===== config.mk =====
export PLATFORM = sky130hd
export DESIGN_NAME = mc_sequencer
export DESIGN_NICKNAME = d
export VERILOG_FILES = /design/src/rtl/mc_sequencer.sv
export SDC_FILE = /design/constraint.sdc
export NUM_CORES = 1
export LEC_CHECK = 0
export BUFFER_PORTS_ARGS = -buffer_cell sky130_fd_sc_hd__buf_2
export CAP_MARGIN = 40
export CORE_MARGIN = 2
export CORE_UTILIZATION = 50
export CTS_BUF_LIST = sky130_fd_sc_hd__clkbuf_4 sky130_fd_sc_hd__clkbuf_8 sky130_fd_sc_hd__clkbuf_16
export DETAILED_ROUTE_END_ITERATION = 10
export PLACE_DENSITY = 0.74
export REMOVE_ABC_BUFFERS = 1
export SYNTH_ARGS = -nofsm -noshare
export SYNTH_HDL_FRONTEND = slang
export SYNTH_SLANG_ARGS = --single-unit

===== constraint.sdc =====
create_clock -name clk -period 2.3 [get_ports clk]
set_input_delay 0.115 -clock clk [delete_from_list [all_inputs] [get_ports clk]]
set_output_delay 0.115 -clock clk [all_outputs]
set_load 0.01 [all_outputs]

===== src/rtl/mc_sequencer.sv =====
// Multi-cycle control sequencer: steps each instruction through FETCH/DECODE/EXEC/MEM/WB,
// emits per-state datapath enables and counts retired instructions.
module mc_sequencer #(
  parameter int OP_BIT_WIDTH = 4,
  parameter int DBITS        = 32
) (
  input  logic                    clk,
  input  logic                    reset,
  input  logic [OP_BIT_WIDTH-1:0] op1,
  input  logic                    cond_true,
  input  logic                    mem_ready,
  output logic                    ir_load,
  output logic                    pc_load,
  output logic [1:0]              pc_sel,
  output logic                    alu_src_imm,
  output logic                    reg_wr_en,
  output logic [1:0]              reg_wr_sel,
  output logic                    mem_rd_en,
  output logic                    mem_wr_en,
  output logic                    halted,
  output logic [2:0]              state,
  output logic [DBITS-1:0]        retired
);

  typedef enum logic [2:0] {
    S_FETCH  = 3'd0,
    S_DECODE = 3'd1,
    S_EXEC   = 3'd2,
    S_MEM    = 3'd3,
    S_WB     = 3'd4,
    S_HALT   = 3'd7
  } state_t;

  localparam logic [OP_BIT_WIDTH-1:0] OP_ALUR  = OP_BIT_WIDTH'(4'b0000);
  localparam logic [OP_BIT_WIDTH-1:0] OP_ALUI  = OP_BIT_WIDTH'(4'b1000);
  localparam logic [OP_BIT_WIDTH-1:0] OP_CMPR  = OP_BIT_WIDTH'(4'b0010);
  localparam logic [OP_BIT_WIDTH-1:0] OP_CMPI  = OP_BIT_WIDTH'(4'b1010);
  localparam logic [OP_BIT_WIDTH-1:0] OP_BCOND = OP_BIT_WIDTH'(4'b0110);
  localparam logic [OP_BIT_WIDTH-1:0] OP_SW    = OP_BIT_WIDTH'(4'b0101);
  localparam logic [OP_BIT_WIDTH-1:0] OP_LW    = OP_BIT_WIDTH'(4'b1001);
  localparam logic [OP_BIT_WIDTH-1:0] OP_JAL   = OP_BIT_WIDTH'(4'b1011);

  state_t state_q, state_d;
  logic   retire;
  logic   is_lw, is_sw, is_jal, is_bcond, is_legal, uses_imm;

  assign is_lw    = (op1 == OP_LW);
  assign is_sw    = (op1 == OP_SW);
  assign is_jal   = (op1 == OP_JAL);
  assign is_bcond = (op1 == OP_BCOND);
  assign is_legal = (op1 == OP_ALUR) || (op1 == OP_ALUI) || (op1 == OP_CMPR) ||
                    (op1 == OP_CMPI) || is_bcond || is_sw || is_lw || is_jal;
  assign uses_imm = (op1 == OP_ALUI) || (op1 == OP_CMPI) || is_lw || is_sw || is_jal;

  always_ff @(posedge clk) begin
    if (reset) begin
      state_q <= S_FETCH;
      retired <= '0;
    end else begin
      state_q <= state_d;
      if (retire) retired <= retired + DBITS'(1);
    end
  end

  // Memory handshake: mem_rd_en/mem_wr_en are level requests held in MEM until the
  // cycle mem_ready=1; that cycle is the single accepting edge. mem_ready is ignored elsewhere.
  always_comb begin
    state_d     = state_q;
    retire      = 1'b0;
    ir_load     = 1'b0;
    pc_load     = 1'b0;
    pc_sel      = 2'd0;
    alu_src_imm = 1'b0;
    reg_wr_en   = 1'b0;
    reg_wr_sel  = 2'd0;
    mem_rd_en   = 1'b0;
    mem_wr_en   = 1'b0;
    case (state_q)
      S_FETCH: begin
        ir_load = 1'b1;
        state_d = S_DECODE;
      end
      S_DECODE: state_d = is_legal ? S_EXEC : S_HALT;
      S_EXEC: begin
        alu_src_imm = uses_imm;
        if (is_bcond) begin
          pc_load = 1'b1;
          pc_sel  = cond_true ? 2'd1 : 2'd0;
          retire  = 1'b1;
          state_d = S_FETCH;
        end else if (is_lw || is_sw) begin
          state_d = S_MEM;
        end else begin
          state_d = S_WB;
        end
      end
      S_MEM: begin
        alu_src_imm = 1'b1;
        mem_rd_en   = is_lw;
        mem_wr_en   = is_sw;
        if (mem_ready) begin
          if (is_sw) begin
            pc_load = 1'b1;
            retire  = 1'b1;
            state_d = S_FETCH;
          end else begin
            state_d = S_WB;
          end
        end
      end
      S_WB: begin
        alu_src_imm = uses_imm;
        reg_wr_en   = 1'b1;
        reg_wr_sel  = is_lw ? 2'd1 : (is_jal ? 2'd2 : 2'd0);
        pc_load     = 1'b1;
        pc_sel      = is_jal ? 2'd2 : 2'd0;
        retire      = 1'b1;
        state_d     = S_FETCH;
      end
      S_HALT:  state_d = S_HALT;
      default: state_d = S_FETCH;
    endcase
    // Reset abandons any in-flight access: nothing may be written or loaded in that cycle.
    if (reset) begin
      retire      = 1'b0;
      ir_load     = 1'b0;
      pc_load     = 1'b0;
      pc_sel      = 2'd0;
      alu_src_imm = 1'b0;
      reg_wr_en   = 1'b0;
      reg_wr_sel  = 2'd0;
      mem_rd_en   = 1'b0;
      mem_wr_en   = 1'b0;
    end
  end

  assign halted = (state_q == S_HALT);
  assign state  = state_q;

endmodule


Word level (Yosys, flattened, before mapping)
Index checks and enable logic that the tools add are counted.
- input bits: 8
- output and inout bits: 46
- word-level logic and storage cells: 60
- register bits: 35
- reduce and logical (&&, ||, !) cells: 15
- equality and inequality tests: 13
- add/subtract/negate cells: 1
- multiplexer cells: 29
- operators by type and width (kind ; number):
    adder 32 x 1 -> 32 bit, second input constant ; 1
    equality test 4 bit, second input constant ; 4
    two-way mux 1 bit ; 15
    two-way mux 3 bit ; 5
    case mux 3 bit (5 select lines) ; 1
    logical OR 1 bit ; 12
    two-way mux 2 bit ; 5
    equality test 4 x 3 -> 1 bit, second input constant ; 2
    equality test 3 x 2 -> 1 bit, second input constant ; 2
    equality test 3 bit, second input constant ; 2
    equality test 4 x 2 -> 1 bit, second input constant ; 1
    zero test 4 bit ; 1
    case mux 2 bit (2 select lines) ; 1
    equality test 3 x 1 -> 1 bit, second input constant ; 1
    zero test 3 bit ; 1
    case mux 1 bit (3 select lines) ; 1
    inequality test 2 bit, second input constant ; 1
    case mux 1 bit (2 select lines) ; 1
    OR reduction 2 bit ; 1

Longest topological paths before layout
- depth after elaboration: 10
- gate-level depth with buffers: 8
- gate-level depth less buffers: 5

Least setup slack after synthesis
No wires, ideal clock.
- path kind: reg2reg
- from: reg state_q[2] (netlist: state[2])
- to: reg retired[29]
- stages on the path, launching flop included: 8
- library setup time: 0.070 ns
- data arrival time: 2.044 ns
- required time: 2.230 ns
- slack: 0.185 ns
- period minus slack after synthesis: 2.115 ns
- path through: dfxtp_1 buf_2 or3b_4 a2111oi_4 o211ai_1 buf_2 or3_1 a21oi_1
- cells in the longest elaborated chain, start to end: 3
- elaborated cells on any way between the ends: 5
- ends and longest elaborated chain (element ; line ; text):
    start, declared ; 43 ; state_t state_q, state_d;
    start signal, assigned ; 60 ; state_q <= state_d;
    equality test 3 bit / equality test 3 x 2 -> 1 bit (equally long branches) ; 78 ; case (state_q)
    case mux 1 bit (3 select lines) (*) ; 78 ;
    two-way mux 1 bit (*) ; 124 ; if (reset) begin
    end signal, assigned ; 61 ; if (retire) retired <= retired + DBITS'(1);
    end, declared ; 22 ; output logic [DBITS-1:0] retired
Every way passes the cells marked *; elsewhere a longest branch is shown, timed or not.
A chain may end at the register's enable or synchronous reset.

Final worst setup path
- from: reg state_q[0] (netlist: state[0])
- to: reg retired[27]
Same word-level chain as after synthesis.

==> impl_results.md <==
- Layout cells sized above 1: 28.3%
- Seq/Total Area, Yosys: 34.8%
- Required @ worst endpoint: 2510 ps
- Leak Pwr: 1.00 nW
- Slew @ Worst Pin: 456 ps
- Chip Height: 67.5 µm
- Initial antenna violation count: 0
- Crit path DAT: 2390 ps
- FMAX: 459 MHz
- Final wirelength: 4760 µm
- Starting DRT DRC Count: 148
- Core area: 0.00394 mm²
- Root buf cell: clkbuf_8
- Relative slew slack: 69.4%
- Clk_skew: 3.91 ps
- Die width: 67.5 µm
- Biggest fanout along the worst timing path: 13
- Clk_lat worst skew: 280 ps
- DP Worst Slack: -26.5 ps
- Syn avg cell area: 7.99 µm²
- Clock buffer depth: 2
- DRT met1 WL: 2320 µm
- Worst-path clk slew: 70 ps
- # Max-Cap Violations: 0
- Synthesized instance count: 252
- Row cnt: 23
- Number of setup violations in the final report: 0
- R2r startpoint: state[0]
- DPL Wire Length: 3450 µm
- CTS tree: done
- Final setup margin: 124 ps
- Post-layout minimum cycle time: 2180 ps
- Drt pass-1 iters: 4
- Post-Syn Area: 0.00201 mm²
- Tcrit/Tclk final: 94.6%
- Crit-path cells: or3b_4 -> a2111oi_4 -> o211ai_1 -> buf_4 -> or4_1 -> a21oi_1
- Post-CTS setup buffer count: 0
- Post-synth EDFFs: 0
- Async set or reset register ratio after synthesis: 0%
- Placed cell count: 357
- GR Util All Layers: 22.8%
- Initial Util: 51.1%
- Largest net degree at the start of global routing: 44
- Avg WL per Cell: 13.0 µm
- Cts bufs inserted: 5
- Via count: 2073
- RSZ-0062 raised after global routing: no
- RePlAce Congestion: 0.827
- Source of the critical timing path: state[0]
- DRC: 0
- First-pass GRT wire length: 8020 µm
- WHS: 164 ps
- CP endpoint kind: flop
- CP max stage delay: 480 ps
- Crit Path Class: flop to flop
- Die ar.: 0.00455 mm²
- Vias per inst: 5.68
- HP Class: input pin to flop
- CP startpoint kind: flop
- Total grt overflow: 0
- Critical-path top delay cell: or3b_4
- Layout overhead on the synthesized area: 25.2%
- Port-buffer cells: 53
- Non-Filler Instances: 365
- DR WL met2: 2200 µm
- Pwr/cell area: 577 mW/mm²
- Layout net count: 323
- Final Slew Violations: 0
- Top_reg_cell synth: dfxtp_1
- Hold Startpoint: mem_ready
- CTS H-Tree Depth: 2
- Yosys reg bits: 35
- ANT cells: 0
- Met3 wire len: 227 µm
- Warnings, synthesis: 0
- Final Hold Vio Count: 0
- Maximum VDD drop: 0.000359 V
- Layout fillers: 336
- Setup slack, reg-to-reg: 120 ps
- Routed Antenna Nets: 0
- Uppermost layer routed: met4
- Status: complete, no violations
- Clock sink count: 35
- Final setup TNS: 0 ps
- I/O Pins: 54
- Cell variety after synth: 44
- Vias in the first global route: 1749
-- final timing paths --
path              depth (start not counted)     endpoint
hold reg to reg                           2  retired[31]
hold / removal                            3     state[0]
setup reg to reg                          6  retired[27]
setup / recovery                          6  retired[27]
-- layout by cell type (no fill, tap or decap), types with 7 or more instances in the layout --
cell type,netlist,layout
buf_2,3,53
dfxtp_1,35,33
a21oi_1,26,26
buf_4,0,19
nand2_1,18,18
nor2_1,18,18
o21ai_0,14,14
o31ai_1,13,13
or4_1,13,13
nand3_1,10,10
and3_1,7,7
nor2b_1,7,7
xor2_1,7,7
or3_1,7,7
-- state kept, by name, summed over array words and instances (netlist names) --
register and cells:
retired 32, state 3
-- where the power goes --
part / switching, W / internal (W) / total [W] / leakage (nW)
clock network: 0.000210 / 0.000236 / 0.000446 / 0.0491
registers: 0.0000425 / 0.000631 / 0.000674 / 0.283
logic: 0.000187 / 0.000149 / 0.000336 / 0.672
total: 0.000439 / 0.00102 / 0.00145 / 1.00
-- layout make-up --
cell class | instances | area [µm²] | share of cell area, %
clock buffer | 7 | 83.8 | 3.33
multi-input combinational | 196 | 1240 | 49.3
clock inverter | 1 | 5.00 | 0.199
tap | 50 | 62.6 | 2.48
timing repair buffer | 72 | 408 | 16.2
sequential | 35 | 703 | 27.9
inverter | 4 | 15.0 | 0.596
-- cell usage after synthesis, drive strengths merged, types with 5 or more instances --
cell	number	area, µm²
or3	7	43.8
nand3	10	50.1
nor2	18	67.6
dfxtp	35	701
xor2	7	61.3
o21ai	15	75.1
nor4	5	31.3
a21oi	26	130
and3	7	43.8
o211ai	6	45.0
nor3	5	25.0
nand2	18	67.6
or4	14	109
nor2b	7	43.8
clkbuf	13	48.8
nand2b	5	31.3
o31ai	14	110
-- kinds of logic after synthesis --
family / share of synthesized area, %
xor+xnor: 4.79
compound gates: 24.4
buf+inv: 4.10
fa+ha+maj: 0.621
flops: 34.8
simple gates: 31.3
-- through the flow --
stage          utilization (%)  power, W  cell area [µm²]
3_3_place_gp              61.3   0.00101             2420
3_5_place_dp              61.3   0.00101             2420
5_1_grt                   63.9   0.00154             2520
4_1_cts                   63.8   0.00146             2510
6_report                  63.9   0.00145             2520
2_1_floorplan                -  0.000860             1950
-- routing by layer --
metal	GRT usage, %	vias up
met1	30.2	945
met2	37.4	51
met4	5.61	0
met5	0	-
met3	5.17	2
li1	-	1075
-- repair_timing --
item | 4_1_cts | 5_1_grt
pin swaps | 0 | 0
endpoints found under the setup margin | 2 | 5
gates resized for setup | 1 | 3
hold buffers | 0 | 0
-- worst max-delay path: cells and delay by family (launching register included) --
kind	cells	cell delay [ps]
flip-flops	1	380
AO/OA/AOI/OAI	3	650
buffers and inverters	1	190
AND/OR/NAND/NOR	2	890
(Power assumes the default switching activity.)
